### src/rtl/hazard_unit_md.sv
// Hazard detection for a 5-stage MIPS-style pipeline. It decides stalls and
// forward selects, and tracks how long the multi-cycle HI/LO unit stays busy.
module hazard_unit_md #(
  parameter int RA_W    = 5,
  parameter int T_W     = 4,
  parameter int MUL_LAT = 5,
  parameter int DIV_LAT = 10,
  parameter int CNT_W   = 32
) (
  input  logic             clk,
  input  logic             reset,
  input  logic [RA_W-1:0]  ID_Rs,
  input  logic [RA_W-1:0]  ID_Rt,
  input  logic [T_W-1:0]   ID_Tuse_rs,
  input  logic [T_W-1:0]   ID_Tuse_rt,
  input  logic             ID_is_md,
  input  logic [RA_W-1:0]  EX_Rs,
  input  logic [RA_W-1:0]  EX_Rt,
  input  logic [RA_W-1:0]  EX_WA,
  input  logic [RA_W-1:0]  MEM_WA,
  input  logic [RA_W-1:0]  WB_WA,
  input  logic             EX_RegWrite,
  input  logic             MEM_RegWrite,
  input  logic             WB_RegWrite,
  input  logic [T_W-1:0]   EX_Tnew,
  input  logic [T_W-1:0]   MEM_Tnew,
  input  logic             EX_md_start,
  input  logic             EX_md_is_div,
  output logic             npc_stall,
  output logic             IF_stall,
  output logic             ID_clr,
  output logic [1:0]       FowardAD,
  output logic [1:0]       FowardBD,
  output logic [1:0]       FowardAE,
  output logic [1:0]       FowardBE,
  output logic             md_busy,
  output logic [CNT_W-1:0] stall_cnt
);

  localparam int MAX_LAT = (MUL_LAT > DIV_LAT) ? MUL_LAT : DIV_LAT;
  localparam int MD_W    = $clog2(MAX_LAT + 1);
  localparam logic [MD_W-1:0] MUL_LD = MD_W'(MUL_LAT);
  localparam logic [MD_W-1:0] DIV_LD = MD_W'(DIV_LAT);

  function automatic logic hit(input logic rw, input logic [RA_W-1:0] wa,
                               input logic [RA_W-1:0] src);
    return rw && (wa == src) && (wa != '0);
  endfunction

  // MEM only forwards once its result exists; otherwise WB gets its turn.
  function automatic logic [1:0] fwd_sel(input logic mem_hit, input logic mem_ready,
                                         input logic wb_hit);
    if (mem_hit && mem_ready) return 2'b10;
    else if (wb_hit)          return 2'b01;
    else                      return 2'b00;
  endfunction

  function automatic logic data_stall(input logic ex_hit, input logic mem_hit,
                                      input logic [T_W-1:0] ex_tnew,
                                      input logic [T_W-1:0] mem_tnew,
                                      input logic [T_W-1:0] tuse);
    return (ex_hit && (ex_tnew > tuse)) || (mem_hit && (mem_tnew > tuse));
  endfunction

  logic            mem_ready;
  logic            stall_rs;
  logic            stall_rt;
  logic            md_stall;
  logic [MD_W-1:0] md_cnt;

  assign mem_ready = (MEM_Tnew == '0);

  assign stall_rs = data_stall(hit(EX_RegWrite, EX_WA, ID_Rs), hit(MEM_RegWrite, MEM_WA, ID_Rs),
                               EX_Tnew, MEM_Tnew, ID_Tuse_rs);
  assign stall_rt = data_stall(hit(EX_RegWrite, EX_WA, ID_Rt), hit(MEM_RegWrite, MEM_WA, ID_Rt),
                               EX_Tnew, MEM_Tnew, ID_Tuse_rt);

  assign md_busy   = EX_md_start || (md_cnt != '0);
  assign md_stall  = ID_is_md && md_busy;
  assign npc_stall = stall_rs || stall_rt || md_stall;
  assign IF_stall  = npc_stall;
  assign ID_clr    = npc_stall;

  assign FowardAD = fwd_sel(hit(MEM_RegWrite, MEM_WA, ID_Rs), mem_ready,
                            hit(WB_RegWrite, WB_WA, ID_Rs));
  assign FowardBD = fwd_sel(hit(MEM_RegWrite, MEM_WA, ID_Rt), mem_ready,
                            hit(WB_RegWrite, WB_WA, ID_Rt));
  assign FowardAE = fwd_sel(hit(MEM_RegWrite, MEM_WA, EX_Rs), mem_ready,
                            hit(WB_RegWrite, WB_WA, EX_Rs));
  assign FowardBE = fwd_sel(hit(MEM_RegWrite, MEM_WA, EX_Rt), mem_ready,
                            hit(WB_RegWrite, WB_WA, EX_Rt));

  // A new issue always reloads, discarding whatever count was in flight.
  always_ff @(posedge clk) begin
    if (reset)            md_cnt <= '0;
    else if (EX_md_start) md_cnt <= EX_md_is_div ? DIV_LD : MUL_LD;
    else if (md_cnt != '0) md_cnt <= md_cnt - MD_W'(1);
  end

  always_ff @(posedge clk) begin
    if (reset)                           stall_cnt <= '0;
    else if (npc_stall && (stall_cnt != '1)) stall_cnt <= stall_cnt + CNT_W'(1);
  end

endmodule

### config.mk
export PLATFORM = sky130hd
export DESIGN_NAME = hazard_unit_md
export DESIGN_NICKNAME = d
export VERILOG_FILES = /design/src/rtl/hazard_unit_md.sv
export SDC_FILE = /design/constraint.sdc
export NUM_CORES = 1
export LEC_CHECK = 0
export CELL_PAD_IN_SITES_DETAIL_PLACEMENT = 2
export CELL_PAD_IN_SITES_GLOBAL_PLACEMENT = 2
export CORE_ASPECT_RATIO = 0.8
export CORE_MARGIN = 2
export CORE_UTILIZATION = 26
export CTS_BUF_LIST = sky130_fd_sc_hd__clkbuf_8
export DETAILED_ROUTE_END_ITERATION = 8
export GPL_TIMING_DRIVEN = 0
export PLACE_DENSITY_LB_ADDON = 0.1
export SETUP_SLACK_MARGIN = 0.02
export SLEW_MARGIN = 5
export SYNTH_ARGS = -nofsm -noshare
export SYNTH_HDL_FRONTEND = slang
export SYNTH_SLANG_ARGS = --single-unit
### constraint.sdc
create_clock -name clk -period 2.9 [get_ports clk]
set_clock_uncertainty 0.05 [all_clocks]
set_input_delay 0.29 -clock clk [delete_from_list [all_inputs] [get_ports clk]]
set_output_delay 0.29 -clock clk [all_outputs]
set_load 0.1 [all_outputs]
* Word-level counts from Yosys, hierarchy flattened
Cells that the tools add are included.
** Operators by class
- $add $sub $neg :: 2
- $lt $le $gt $ge :: 4
- Equality and inequality tests :: 11
- Mux-type cells :: 11
- Reduce and logical (&&, ||, !) cells :: 41
** Operators with widths (count)
- 5-bit equality test :: 10
- 32-bit by 1-bit adder with 32-bit output, second input constant :: 1
- 32-bit inequality test, second input constant :: 1
- 1-bit logical AND :: 30
- 4-bit greater-than comparator :: 4
- 5-bit nonzero test :: 3
- 4-bit two-way mux :: 3
- 2-bit two-way mux :: 4
- 1-bit logical OR :: 5
- 4-bit zero test :: 1
- 1-bit two-way mux :: 4
- 4-bit nonzero test :: 1
- 4-bit by 1-bit subtractor with 4-bit output, second input constant :: 1
- 2-bit nonzero test :: 1
** Storage, ports and cells
- Register bits after elaboration :: 36
- Output and inout bits :: 44

* Longest topological paths before layout
Gate-level depths: netlist (run 1).
- Depth after elaboration :: 8
- Mapped depth :: 11

* Worst setup path before layout (run 1)
Ideal clock, no wire load.
- Path kind :: input-to-output
- From :: input MEM_WA[3]
- To :: output FowardBE[0]
- Arrival :: 5.895 ns
- Path slack :: -3.335 ns
- Stages :: 6
- Cells stage by stage :: clkbuf_1 > or4_1 > o21a_1 > nand2_1 > nor4_1 > nor4_1
** Between the ends
- Cells in the longest elaborated chain, start to end :: 5
- Elaborated cells on any way between the ends :: 6
- Classes of those cells :: 1 x eq/ne; 1 x mux; 4 x reduce/logical
** RTL lines
- start: declaration :: RTL line 20 : input logic [RA_W-1:0] MEM_WA,
- 5-bit equality test :: RTL line 47 : return rw && (wa == src) && (wa != '0);
- 1-bit logical AND :: RTL line 47
- 1-bit logical AND * :: RTL line 47
- 1-bit logical AND * :: RTL line 53 : if (mem_hit && mem_ready) return 2'b10;
- 2-bit two-way mux * :: RTL line 53
- end: declaration :: RTL line 35 : output logic [1:0] FowardBE,
Every way passes the cells marked *; elsewhere a longest branch is shown, timed or not.

* Worst setup path in the final report (run 1)
- From :: input ID_Rs[4]
- To :: output FowardAD[0]
** Between the ends
- Cells in the longest elaborated chain, start to end :: 5
- Elaborated cells on any way between the ends :: 9
- Classes of those cells :: 2 x eq/ne; 2 x mux; 5 x reduce/logical
** RTL lines
- start: declaration :: RTL line 12 : input logic [RA_W-1:0] ID_Rs,
- 5-bit equality test :: RTL line 47
- 1-bit logical AND (2 in a row) :: RTL line 47
- 1-bit two-way mux / 1-bit logical AND (equally long branches) :: RTL line 54, 53
- 2-bit two-way mux * :: RTL line 53
- end: declaration :: RTL line 32 : output logic [1:0] FowardAD,
Marks and branches as above.

==> results of run 1 <==
## timing repair
action | CTS | global route
hold endpoints to repair | 0 | 0
gates resized for setup | 92 | 11
cloned | 0 | 0
buffers inserted | 2 | 2
setup endpoints to repair | 19 | 19
pin swaps | 16 | 2
## Yosys cell counts (all sizes together) (3+ instances only)
master and instances:
inv 17, nand4 13, or4 17, or3 7, nor2 25, a21oi 24
nor3 13, dfxtp 36, and3 6, nor4 13, o21a 3, xnor2 14
nand2 18, xor2 38, mux2 14, ha 19, nor2b 15, clkbuf 16
and4 6, o21ai 15, nand3 16, buf 11, o31ai 11
## power breakdown
part	internal (W)	switching [W]
Sequential	0.000506	0.0000152
Clock	0.000187	0.000202
Combinational	0.000235	0.000339
Total	0.000928	0.000556
## through the flow
step	utilization [%]	cell area, µm²	hold WS (ns)	instances	TNS [ns]
detailed placement	37.78	4334	0.4480	624	-9.810
CTS	40.04	4594	0.4624	634	0
finish	40.55	4652	0.4524	636	0
global placement	37.78	4334	0.4309	624	-8.652
floorplan	-	3228	0.3960	384	-0.06154
global route	40.55	4652	0.4865	636	-0.003031
## sequential cells by signal, indices dropped and copies added (netlist names)
signal and cells:
stall_cnt 32, md_cnt 4
## routing by layer
| layer | up-vias | share of wire [%] | global-route usage, % |
|---|---|---|---|
| met5 | - | 0 | 0 |
| met4 | 0 | 0.54 | 3.333 |
| met3 | 8 | 3.3 | 3.132 |
| met2 | 65 | 47 | 33.42 |
| met1 | 1639 | 49 | 27.64 |
| li1 | 1593 | - | - |
## area by class of cell
type	instances	area (µm²)
plain buffers	27	186.4
clock buffers	6	82.58
clock inverters	2	7.507
fillers	1304	6822
inverters	17	70.07
multi-input cells	304	2445
flip-flops and latches	36	725.7
well taps	148	185.2
repair buffers	96	949.7
## critical path, delay by kind of cell
family | cells | cell delay (ns)
buffers and inverters | 2 | 1.10
AND/OR/NAND/NOR | 2 | 0.85
XOR/XNOR | 1 | 0.20
## logic make-up (layout without fill, tap and decap cells)
| family | Yosys count | in the layout | synth area share, % |
|---|---|---|---|
| fa+ha+maj | 19 | 19 | 7.813 |
| flops | 36 | 36 | 23.68 |
| simple gates | 157 | 157 | 28.95 |
| xor+xnor | 52 | 52 | 14.97 |
| buf+inv | 44 | 148 | 6.496 |
| compound gates | 62 | 62 | 12.91 |
| mux | 14 | 14 | 5.181 |
## final timing paths
check / to / slack (ns) / depth (start not counted)
worst max-delay path: FowardAD[0] / 0.11 / 5
worst min-delay path: stall_cnt[26] / 0.45 / 2
worst max register to register: stall_cnt[2] / 0.24 / 7
worst min register to register: stall_cnt[26] / 0.45 / 2
## cell usage in the layout (no fill, tap or decap), drive strengths merged, types with 3 or more instances in the layout
cell            n
a21oi          24
o21a            3
or4            17
xnor2          14
nor2b          15
dlygate4sd2    12
dlymetal6s2s    3
nor4           13
and3            6
nor3           13
nor2           25
inv            18
o21ai          15
nand3          16
buf            20
ha             19
nand4          13
and4            6
clkbuf         22
clkdlybuf4s15   6
o31ai          11
xor2           38
dfxtp          36
mux2           14
or3             7
clkdlybuf4s50  66
nand2          18
==> run_results.csv, run 1 <==
group,metric,value,unit
power_and_ir_drop,total_leakage_power,1.683,nW
critical_path,path_cells,"clkdlybuf4s50_1 -> xor2_1 -> or4_1 -> nor4_4 -> clkdlybuf4s15_2",
global_route,grt-ovfl-total,0,
worst_hold_path,holdCritPathClass,"flip-flop to flip-flop",
critical_path,crit_fanout,3,
power_and_ir_drop,powerDensity,319.0,mW/mm²
logic_synthesis,avgSynthCellArea,7.924,µm²
logic_synthesis,synth_top_cell_area_share,23.68,%
sta,finalSetupViolCount,0,
critical_path,cpMaxStageDelayCell,"clkdlybuf4s15_2",
power_and_ir_drop,report.power.total,0.001484,W
logic_synthesis,synth_top_flop_cell,"dfxtp_1",
clocking,postCtsHoldBufs,0,
sta,grt_setup_unrepaired,"true",
logic_synthesis,synthTopCellsByArea,"dfxtp_1, xor2_1, ha_1",
sta,fin_crit,2.790,ns
sta,post-route-worst-setup-slack,0.1102,ns
finish,fin_nets,565,
logic_synthesis,synth_cell_type_count,43,
power_and_ir_drop,ir_worst_vdd,0.0001551,V
floorplanning,die_y,100.8,µm
outcome,status,"complete, no violations",
clocking,cts-root-buf,"clkbuf_8",
global_route,first_global_vias,3556,
critical_path,cp-end-kind,"primary output",
clocking,clockBufferDepth,2,
critical_path,r2r-start,"stall_cnt[2]",
clocking,clk_pin_slew,0.07,ns
placement,placement.io_buffers,92,
placement,preCtsSetupSlack,-1.153,ns
clocking,worstSkewPairLatency,0.31,ns
floorplanning,core.rowCount,35,
floorplanning,initial_core_util,26.52,%
global_route,grt_max_degree,11,
sta,finalCritPeriodShare,96.20,%
logic_synthesis,synthArstFlopShare,0,%
route,postRouteWirelength,12.87,mm
sta,fmax,358.4,MHz
route,drc,0,
logic_synthesis,synth-edff-count,0,
critical_path,critPathArrivalTime,2.45,ns
sta,tightest_slew,1.031,ns
route,viasPerCell,5.197,
logic_synthesis,syn_nets,462,
placement,dp_hpwl,9.724,mm
finish,n_antenna_cell,0,
critical_path,path_class,"input port to primary output",
clocking,h-tree-depth,2,
route,drtPass1Iterations,4,
logic_synthesis,ys_seq_area_share,23.68,%
critical_path,critPathMaxStageDelay,0.60,ns
critical_path,critPathLaunchType,"input port",
placement,gp_congestion,0.7742,
worst_hold_path,hp-start,"stall_cnt[26]",
route,antenna_left,0,
logic_synthesis,yosysTopAreaCell,"dfxtp_1",
critical_path,startpoint,"ID_Rs[4]",
logic_synthesis,synthCells,384,
sta,report.final.hold_viol_count,0,
clocking,clock_sinks,36,
route,routedWlPerCell,20.23,µm
floorplanning,design.die.area,0.01259,mm²
finish,drive_above_1_share,17.83,%
clocking,tritoncts,"done",
global_route,track_usage,19.91,%
run,drv_cap,0,
logic_synthesis,ys.warnings.count,0,
logic_synthesis,ys_seq_elements,36,
route,drt_iter0_drc,138,
route,vias,3305,
critical_path,required,2.56,ns
floorplanning,io_pins,103,
logic_synthesis,syn_area,0.003043,mm²
finish,area_growth,52.88,%
floorplanning,core,0.01147,mm²
floorplanning,die_w,125.0,µm
sta,slew_viol_final,0,
clocking,numCtsBuffers,5,
global_route,grt_pass1_wl,19.72,mm
global_route,antenna_found_initial,0,
sta,maxSlewHeadroom,31.02,%
Power figures use the tool's default switching activity.
==> inputs of run 2 (changes only) <==
--- a/config.mk
+++ b/config.mk
@@ -13,7 +13,7 @@
 export CTS_BUF_LIST = sky130_fd_sc_hd__clkbuf_8
 export DETAILED_ROUTE_END_ITERATION = 8
 export GPL_TIMING_DRIVEN = 0
-export PLACE_DENSITY_LB_ADDON = 0.1
+export PLACE_DENSITY = 0.87
 export SETUP_SLACK_MARGIN = 0.02
 export SLEW_MARGIN = 5
 export SYNTH_ARGS = -nofsm -noshare
==> run 2 against run 1 <==
Combinational power about the same; routed wire length increased by 0.58%; register-to-register slack improved by 0.04 ns; die area unchanged; sequential share of layout area about the same; final cell count unchanged; setup slack got worse by 0.063 ns; global-route usage increased by 0.75 points; final area about the same; critical path depth increased by 5; critical endpoint is now IF_stall; largest power group unchanged.
==> run_results.csv, run 2 (same netlist as run 1, synthesis figures left out) <==
group,metric,value,unit
worst_hold_path,holdCritPathClass,"flip-flop to flip-flop",
finish,multiInputGateArea,0.002444,mm²
power_and_ir_drop,clockPowerShare,26.7,%
power_and_ir_drop,report.power.total,0.001493,W
sta,post-route-worst-setup-slack,0.04757,ns
global_route,grt-ovfl-total,0,
placement,dp_hpwl,10.18,mm
route,drtPass1Iterations,4,
power_and_ir_drop,total_leakage_power,1.686,nW
clocking,h-tree-depth,2,
run,drv_cap,0,
sta,report.final.hold_viol_count,0,
sta,maxSlewHeadroom,34.39,%
outcome,status,"complete, no violations",
finish,fin_util,40.58,%
clocking,tritoncts,"done",
worst_hold_path,hp-start,"stall_cnt[26]",
floorplanning,core,0.01147,mm²
power_and_ir_drop,powerDensity,320.6,mW/mm²
clocking,numCtsBuffers,5,
placement,gp_congestion,0.8435,
route,drc,0,
floorplanning,die_y,100.8,µm
critical_path,reg2reg_to,"stall_cnt[2]",
finish,top_regs,"stall_cnt: 32 flops, md_cnt: 4 flops",
sta,finalSetupViolCount,0,
power_and_ir_drop,p_sw_share,37.41,%
sta,tightest_slew,0.9811,ns
finish,drive_above_1_share,18.24,%
finish,regMostFlops,"stall_cnt",
sta,fin_crit,2.852,ns
floorplanning,initial_core_util,26.52,%
global_route,first_global_vias,3909,
placement,preCtsSetupSlack,-1.162,ns
power_and_ir_drop,pwr-share-seq,34.9,%
worst_hold_path,holdPathStages,2,
global_route,grt_pass1_wl,20.93,mm
power_and_ir_drop,ir_worst_vdd,0.0001509,V
critical_path,critPathLaunchType,"input port",
route,drt_iter0_drc,123,
finish,largest_reg_flops,32,
global_route,track_usage,20.65,%
finish,area_growth,53.00,%
sta,finalCritPeriodShare,98.36,%
sta,fmax,350.6,MHz
placement,placement.io_buffers,92,
critical_path,cp-end-kind,"primary output",
critical_path,reg2reg_slack,0.28,ns
finish,final_common_cell,"clkdlybuf4s50_1",
route,routedWlPerCell,20.35,µm
finish,final_cell_mix,"clkdlybuf4s50_1, xor2_1, dfxtp_1",
critical_path,crit_fanout,3,
clocking,clockBufferDepth,2,
floorplanning,core.rowCount,35,
route,vias,3432,
worst_hold_path,min_to,"stall_cnt[26]",
sta,slew_viol_final,0,
finish,seqCellArea,725.7,µm²
finish,fin_nets,565,
critical_path,required,2.56,ns
global_route,grt_max_degree,13,
clocking,postCtsHoldBufs,0,
finish,n_antenna_cell,0,
critical_path,path_class,"input port to primary output",
floorplanning,die_w,125.0,µm
route,postRouteWirelength,12.94,mm
floorplanning,design.die.area,0.01259,mm²
clocking,cts-root-buf,"clkbuf_8",
power_and_ir_drop,power.switching,0.0005584,W
finish,nFillCells,1274,
floorplanning,io_pins,103,
power_and_ir_drop,combPwrFrac,38.4,%
critical_path,reg2reg_depth,8,
critical_path,r2r-start,"stall_cnt[20]",
route,antenna_left,0,
clocking,clk_pin_slew,0.08,ns
global_route,antenna_found_initial,0,
clocking,clock_sinks,36,
route,viasPerCell,5.396,
power_and_ir_drop,intPower,0.0009342,W
critical_path,critPathArrivalTime,2.51,ns
sta,tns,0,ns
clocking,worstSkewPairLatency,0.30,ns
## run 2: final cells by class
cell class              count  area share, %
multi-input cells         304          52.49
repair buffers             96          20.37
flip-flops and latches     36          15.59
plain buffers              27          4.004
well taps                 148          3.977
clock buffers               6          1.774
inverters                  17          1.505
clock inverters             2         0.2956
## run 2: critical path: stages
cell,delay [ns]
clkdlybuf4s50_1,0.61
ha_4,0.25
a21o_1,0.18
a211oi_2,0.27
o31ai_4,0.10
a211oi_4,0.19
clkbuf_8,0.18
clkinvlp_4,0.13
buf_12,0.15
buf_12,0.15
## run 2: power groups by stage
stage | combinational, W | clock (W) | sequential (W)
after floorplan | 0.000303 | 0 | 0.000552
after global placement | 0.000487 | 0 | 0.000530
after detailed placement | 0.000519 | 0 | 0.000532
after CTS | 0.000561 | 0.000407 | 0.000521
after global routing | 0.000616 | 0.000430 | 0.000523
final | 0.000573 | 0.000398 | 0.000521
## run 2: stage by stage
step / hold slack [ns] / area (µm²) / std cells
floorplan: 0.3960 / 3228 / 384
global placement: 0.4300 / 4334 / 624
detailed placement: 0.4477 / 4334 / 624
CTS: 0.4602 / 4601 / 635
global route: 0.4911 / 4656 / 636
finish: 0.4636 / 4656 / 636
## run 2: repair_timing
item,4_1_cts,5_1_grt
setup buffers,3,1
endpoints found under the setup margin,11,29
pin swaps,11,5
gates cloned,0,0
gates resized for setup,81,24
## run 2: metal layers
metal  wire length (µm)  vias up  GRT usage, %  part of all wire, %
met5                  0        -             0                    0
met4                267        0         4.786                  2.1
met3                467       24         3.025                  3.6
met2               6501      110         37.45                   50
met1               5705     1705         26.14                   44
li1                   -     1593             -                    -
## run 2: worst max path at each step
stage	start	endpoint	slack [ns]	cells after the start
floorplan	MEM_WA[1]	IF_stall	-0.03	9
global placement	ID_Tuse_rs[3]	IF_stall	-1.05	12
detailed placement	ID_Tuse_rs[2]	IF_stall	-1.16	12
CTS	ID_Tuse_rt[2]	npc_stall	0.02	12
global route	MEM_Tnew[2]	npc_stall	-0.03	10
finish	MEM_Tnew[2]	IF_stall	0.05	10
